--- src/rtl/div_unit.sv ---
// Iterative 32-bit signed/unsigned radix-2 restoring divider for the EX stage.
// Produces {remainder, quotient} 33 cycles after start; supports annul from a pipeline flush.
module div_unit (
  input  logic        clk,
  input  logic        rst,
  input  logic        div_start,
  input  logic        signed_div,
  input  logic        annul,
  input  logic [31:0] opdata1,
  input  logic [31:0] opdata2,
  output logic [63:0] result,
  output logic        result_ready,
  output logic        div_stallreq
);

  typedef enum logic [1:0] {
    S_IDLE    = 2'd0,
    S_DIVZERO = 2'd1,
    S_ON      = 2'd2,
    S_END     = 2'd3
  } state_t;

  state_t state, state_next;

  logic [4:0]  cnt;
  // Upper bit of the 33-bit partial remainder is always zero between steps, so only 32 bits are stored.
  logic [31:0] rem;
  logic [31:0] quo;
  logic [31:0] dvsr;
  logic        sgn_op;
  logic        neg_dvd;
  logic        neg_dvs;

  logic        start_ok;
  logic [31:0] mag1;
  logic [31:0] mag2;
  logic [32:0] sh_rem;
  logic [32:0] diff;
  logic        fits;
  logic [31:0] q_fin;
  logic [31:0] r_fin;
  logic [31:0] q_out;
  logic [31:0] r_out;

  always_comb begin
    start_ok = div_start & ~annul;
    mag1     = (signed_div && opdata1[31]) ? (32'd0 - opdata1) : opdata1;
    mag2     = (signed_div && opdata2[31]) ? (32'd0 - opdata2) : opdata2;
    // One restoring step: shift {rem, quo} left, trial-subtract the divisor.
    sh_rem   = {rem, quo[31]};
    diff     = sh_rem - {1'b0, dvsr};
    fits     = ~diff[32];
    q_fin    = {quo[30:0], fits};
    r_fin    = fits ? diff[31:0] : sh_rem[31:0];
    q_out    = (sgn_op && (neg_dvd ^ neg_dvs)) ? (32'd0 - q_fin) : q_fin;
    r_out    = (sgn_op && neg_dvd) ? (32'd0 - r_fin) : r_fin;
  end

  always_ff @(posedge clk or posedge rst) begin
    if (rst) begin
      state <= S_IDLE;
    end else begin
      state <= state_next;
    end
  end

  always_comb begin
    state_next   = state;
    div_stallreq = div_start & ~annul & (state != S_END);
    case (state)
      S_IDLE: begin
        if (start_ok) begin
          state_next = (opdata2 == 32'd0) ? S_DIVZERO : S_ON;
        end
      end
      S_DIVZERO: begin
        state_next = annul ? S_IDLE : S_END;
      end
      S_ON: begin
        if (annul) begin
          state_next = S_IDLE;
        end else if (cnt == 5'd31) begin
          state_next = S_END;
        end
      end
      S_END: begin
        if (annul || !div_start) begin
          state_next = S_IDLE;
        end
      end
      default: state_next = S_IDLE;
    endcase
  end

  always_ff @(posedge clk or posedge rst) begin
    if (rst) begin
      cnt          <= '0;
      rem          <= '0;
      quo          <= '0;
      dvsr         <= '0;
      sgn_op       <= 1'b0;
      neg_dvd      <= 1'b0;
      neg_dvs      <= 1'b0;
      result       <= '0;
      result_ready <= 1'b0;
    end else begin
      result_ready <= (state_next == S_END);
      case (state)
        S_IDLE: begin
          if (start_ok && (opdata2 != 32'd0)) begin
            rem     <= '0;
            quo     <= mag1;
            dvsr    <= mag2;
            sgn_op  <= signed_div;
            neg_dvd <= opdata1[31];
            neg_dvs <= opdata2[31];
            cnt     <= '0;
          end
        end
        S_DIVZERO: begin
          result <= '0;
        end
        S_ON: begin
          if (annul) begin
            result <= '0;
          end else begin
            rem <= r_fin;
            quo <= q_fin;
            cnt <= cnt + 5'd1;
            if (cnt == 5'd31) begin
              result <= {r_out, q_out};
            end
          end
        end
        S_END: begin
          if (annul) begin
            result <= '0;
          end
        end
        default: ;
      endcase
    end
  end

endmodule

--- config.mk ---
export PLATFORM = sky130hd
export DESIGN_NAME = div_unit
export DESIGN_NICKNAME = d
export VERILOG_FILES = /design/src/rtl/div_unit.sv
export SDC_FILE = /design/constraint.sdc
export NUM_CORES = 1
export LEC_CHECK = 0
export ABC_AREA = 0
export BUFFER_PORTS_ARGS = -buffer_cell sky130_fd_sc_hd__buf_2
export CORE_ASPECT_RATIO = 1.1
export CORE_MARGIN = 2
export CORE_UTILIZATION = 55
export DETAILED_ROUTE_END_ITERATION = 12
export GPL_TIMING_DRIVEN = 0
export HOLD_SLACK_MARGIN = 0.08
export PLACE_DENSITY_LB_ADDON = 0.25
export SYNTH_ARGS = -nofsm -noshare
export SYNTH_HDL_FRONTEND = slang
export SYNTH_SLANG_ARGS = --single-unit
--- constraint.sdc ---
create_clock -name clk -period 9.4 [get_ports clk]
set_input_delay 1.88 -clock clk [delete_from_list [all_inputs] [get_ports clk]]
set_output_delay 1.88 -clock clk [all_outputs]
set_load 0.03 [all_outputs]
==> reports/qor.txt <==
Synthesized flop and latch total - 171
Global-route wire length before repair - 58,000 um
CTS Sinks - 171
Fmax achieved - 0.176 GHz
WL final - 35,900 um
CP Launch Type - register
ANT cells - 0
Grt total ovfl - 0
CTS tree - built
CP peak stage delay - 0.58 ns
Critical path class - reg -> reg
Total CTS buffers - 17
Post-synthesis instance area - 12,000 sq um
DIE HEIGHT - 159 um
Mapped Avg Cell Area - 8.35 sq um
Post-synth top area share - 0.357
Prevailing post-synth register cell - dfrtp_1
Post-CTS Resized - 0
Max rail drop VDD - 0.000117 V
Bufs and invs on worst path - 5
Multi-input gate area - 7060 sq um
Io pins - 135
CTS H-Tree Depth - 4
Post-CTS setup buffers - 0
Core ar. - 21,400 sq um
Die Span X - 145 um
CTS Buffer Depth - 2
Top cells by area, synth - dfrtp_1 36%, o21ai_0 8.1%, nand2_1 5.8%
CP max stage cell - nor4_1
Fin crit share - 0.604
Synthesized netlist cell count - 1,434
DRT iter0 DRCs - 1,109
RSZ-0062 raised after global routing - false
Slew headroom - 0.291
Pwr dens - 166 nW/um^2
Register Area - 4280 sq um
Most Used Layer, Global Route - met2
Syn Nets - 1,542
Initial antenna violation count - 0
Number of synthesized flops with an enable pin - 0
CP max FO - 10
Synth unique cells - 85
Clock slew at reported path FFs - 0.07 ns
Crit path cell chain - inv_1, ha_1, inv_1, fa_1, a211oi_4, nor4_4, o21ai_2, a2111oi_4, o21a_1, buf_6, nor2_8, buf_8, buf_2, mux2i_1, ha_1, o221ai_1, nor4_1, a31oi_1, xor2_1, o21ai_1
Worst path arrival time - 6.05 ns
Layout filler cell count - 1,912
Layout Nets - 1,697
Initial Utilization - 0.560
Leading area contributor after synthesis - dfrtp_1
Number of port buffers - 134
DR pass1 iterations - 5
Final GP Congestion - 1.02
Number of max-cap violations - 0
Met2 Use GR - 0.487
Dpl hpwl - 27,800 um
Crit end category - register
Met3 usage - 0.0531
Root Buffer - clkbuf_16
Leak - 5.98 nW
Die area - 23,000 sq um
Post-CTS Hold Buffers - 0
Drc violations - 0
Clock Skews - 0.0181 ns
Setup TNS - 0 ns
Tot GR Track Use - 0.322
CP Data Required Time - 9.77 ns
Crit path max-delay family - compound AO/OA/AOI/OAI gates
Clk Latency, worst-skew pair - 0.44 ns
Status - finished clean
Design Power - 2.27 mW
Hold WC Path Type - reg -> reg
Worst Max-Slew Pin Slew - 1.04 ns
Met1 usage - 0.473
Area grow syn2layout - 14.0%
Final worst path period need - 5.68 ns
Vias/cell - 6.10
Pins Over Slew Limit - 0
Final setup violation count - 0
Ys Warns - 0
Post-DRT Antenna Nets - 0
Layout cells sized above 1 - 0.142
Post-synthesis sequential area ratio - 0.357
Wirelength per Cell - 19.0 um
Pin count of the biggest net entering global routing - 123
WHS - 0.473 ns
DR vias - 11,500
Fin. Hold Viols - 0
Synth async-reset ratio - 1.00
Vias in the first global route - 10,900
Row cnt - 56
-- path summary, 6_finish.rpt --
| path | from | end | slack [ns] | cells after the start |
|---|---|---|---|---|
| worst max-delay path | quo[31]$_DFFE_PP0P_ | result[60]$_DFFE_PP0P_ | 3.72 | 20 |
| worst min-delay path | result[52]$_DFFE_PP0P_ | result[52]$_DFFE_PP0P_ | 0.47 | 2 |
| worst max register to register | quo[31]$_DFFE_PP0P_ | result[60]$_DFFE_PP0P_ | 3.72 | 20 |
| worst min register to register | result[52]$_DFFE_PP0P_ | result[52]$_DFFE_PP0P_ | 0.47 | 2 |
| max in group asynchronous | rst | result[37]$_DFFE_PP0P_ | 7.06 | 3 |
| min in group asynchronous | rst | result[7]$_DFFE_PP0P_ | 1.42 | 2 |
-- tightest hold or removal path, cell delays in order, from the launching register on --
cell and delay (ns):
dfrtp_1 0.34, nand2_1 0.04, o21ai_0 0.06
-- power by group --
part / internal, mW / leakage (nW) / switching (mW)
clock network: 0.362 / 0.290 / 0.347
registers: 0.801 / 2.28 / 0.0658
logic: 0.257 / 3.41 / 0.433
total: 1.42 / 5.98 / 0.846
-- cell usage after synthesis, types with 5 or more instances --
library cell	n
a221o_1	12
a21oi_1	93
o31ai_1	17
nand2_1	184
dfrtp_1	171
a31oi_1	18
clkbuf_1	51
o21ai_0	193
or4_1	9
nand4_1	13
o41ai_1	11
and2_1	12
a22oi_1	20
a21o_1	7
nor4_1	19
xor2_1	64
xnor2_1	75
nor3_1	24
o211ai_1	7
nand2b_1	8
or3_1	16
a211oi_1	9
o21ai_1	12
inv_1	56
nand3_1	45
nor2b_1	5
buf_2	13
a41oi_1	5
o21a_1	9
clkbuf_8	6
mux2i_1	28
nor2_1	91
ha_1	38
a211o_1	7
-- logic make-up (layout without fill, tap and decap cells) --
| group | Yosys count | after routing | synth area share |
|---|---|---|---|
| AOI/OAI and AO/OA | 463 | 463 | 0.240 |
| xor gates and xnor gates | 139 | 139 | 0.102 |
| adders and majority gates | 39 | 39 | 0.0414 |
| buffers and inverters | 136 | 304 | 0.0532 |
| DFF | 171 | 171 | 0.357 |
| muxes | 29 | 29 | 0.0243 |
| and+or+nand+nor | 457 | 457 | 0.182 |
-- layout by cell type, fill, tap and decap left out, types with 7 or more instances in the layout --
cell type,n
o21ai_0,193
nand2_1,184
dfrtp_1,171
buf_2,147
a21oi_1,93
nor2_1,91
xnor2_1,75
xor2_1,64
inv_1,55
clkbuf_1,51
nand3_1,45
ha_1,38
mux2i_1,28
nor3_1,24
a22oi_1,20
nor4_1,19
a31oi_1,18
o31ai_1,17
clkbuf_16,17
or3_1,16
nand4_1,13
and2_1,12
a221o_1,12
o21ai_1,11
o41ai_1,11
o21a_1,9
or4_1,9
a211oi_1,9
nand2b_1,8
clkbuf_8,7
a21o_1,7
a211o_1,7
o211ai_1,7
-- routing by layer --
layer  up-vias  routed length [um]
met3        56                2620
met4         0                 837
met2       517               16100
met1      5489               16300
met5         -                   0
li1       5476                   -
-- sequential cells by signal (all words and copies together) (netlist names) --
signal / flops
quo: 32
result: 64
neg_dvd: 1
rem: 32
neg_dvs: 1
result_ready: 1
sgn_op: 1
cnt: 5
dvsr: 32
state: 2
-- area by class of cell --
class	count	area share
plain buffers	79	0.0306
clock buffers	18	0.0322
well taps	290	0.0266
clock inverters	14	0.0109
flip-flops and latches	171	0.314
inverters	57	0.0166
repair buffers	136	0.0520
multi-input cells	1127	0.518
-- per-stage QoR --
step                      instance area, sq um  setup WS (ns)  cells  utilization
after floorplan                          12000           2.89   1434            -
after global placement                   13000           1.07   1858        0.609
after detailed placement                 13100           3.87   1860        0.611
after CTS                                13600           3.86   1892        0.639
after global routing                     13600           3.49   1892        0.639
final                                    13600           3.72   1892        0.639
Note: power is estimated with default switching activity, not from simulation.
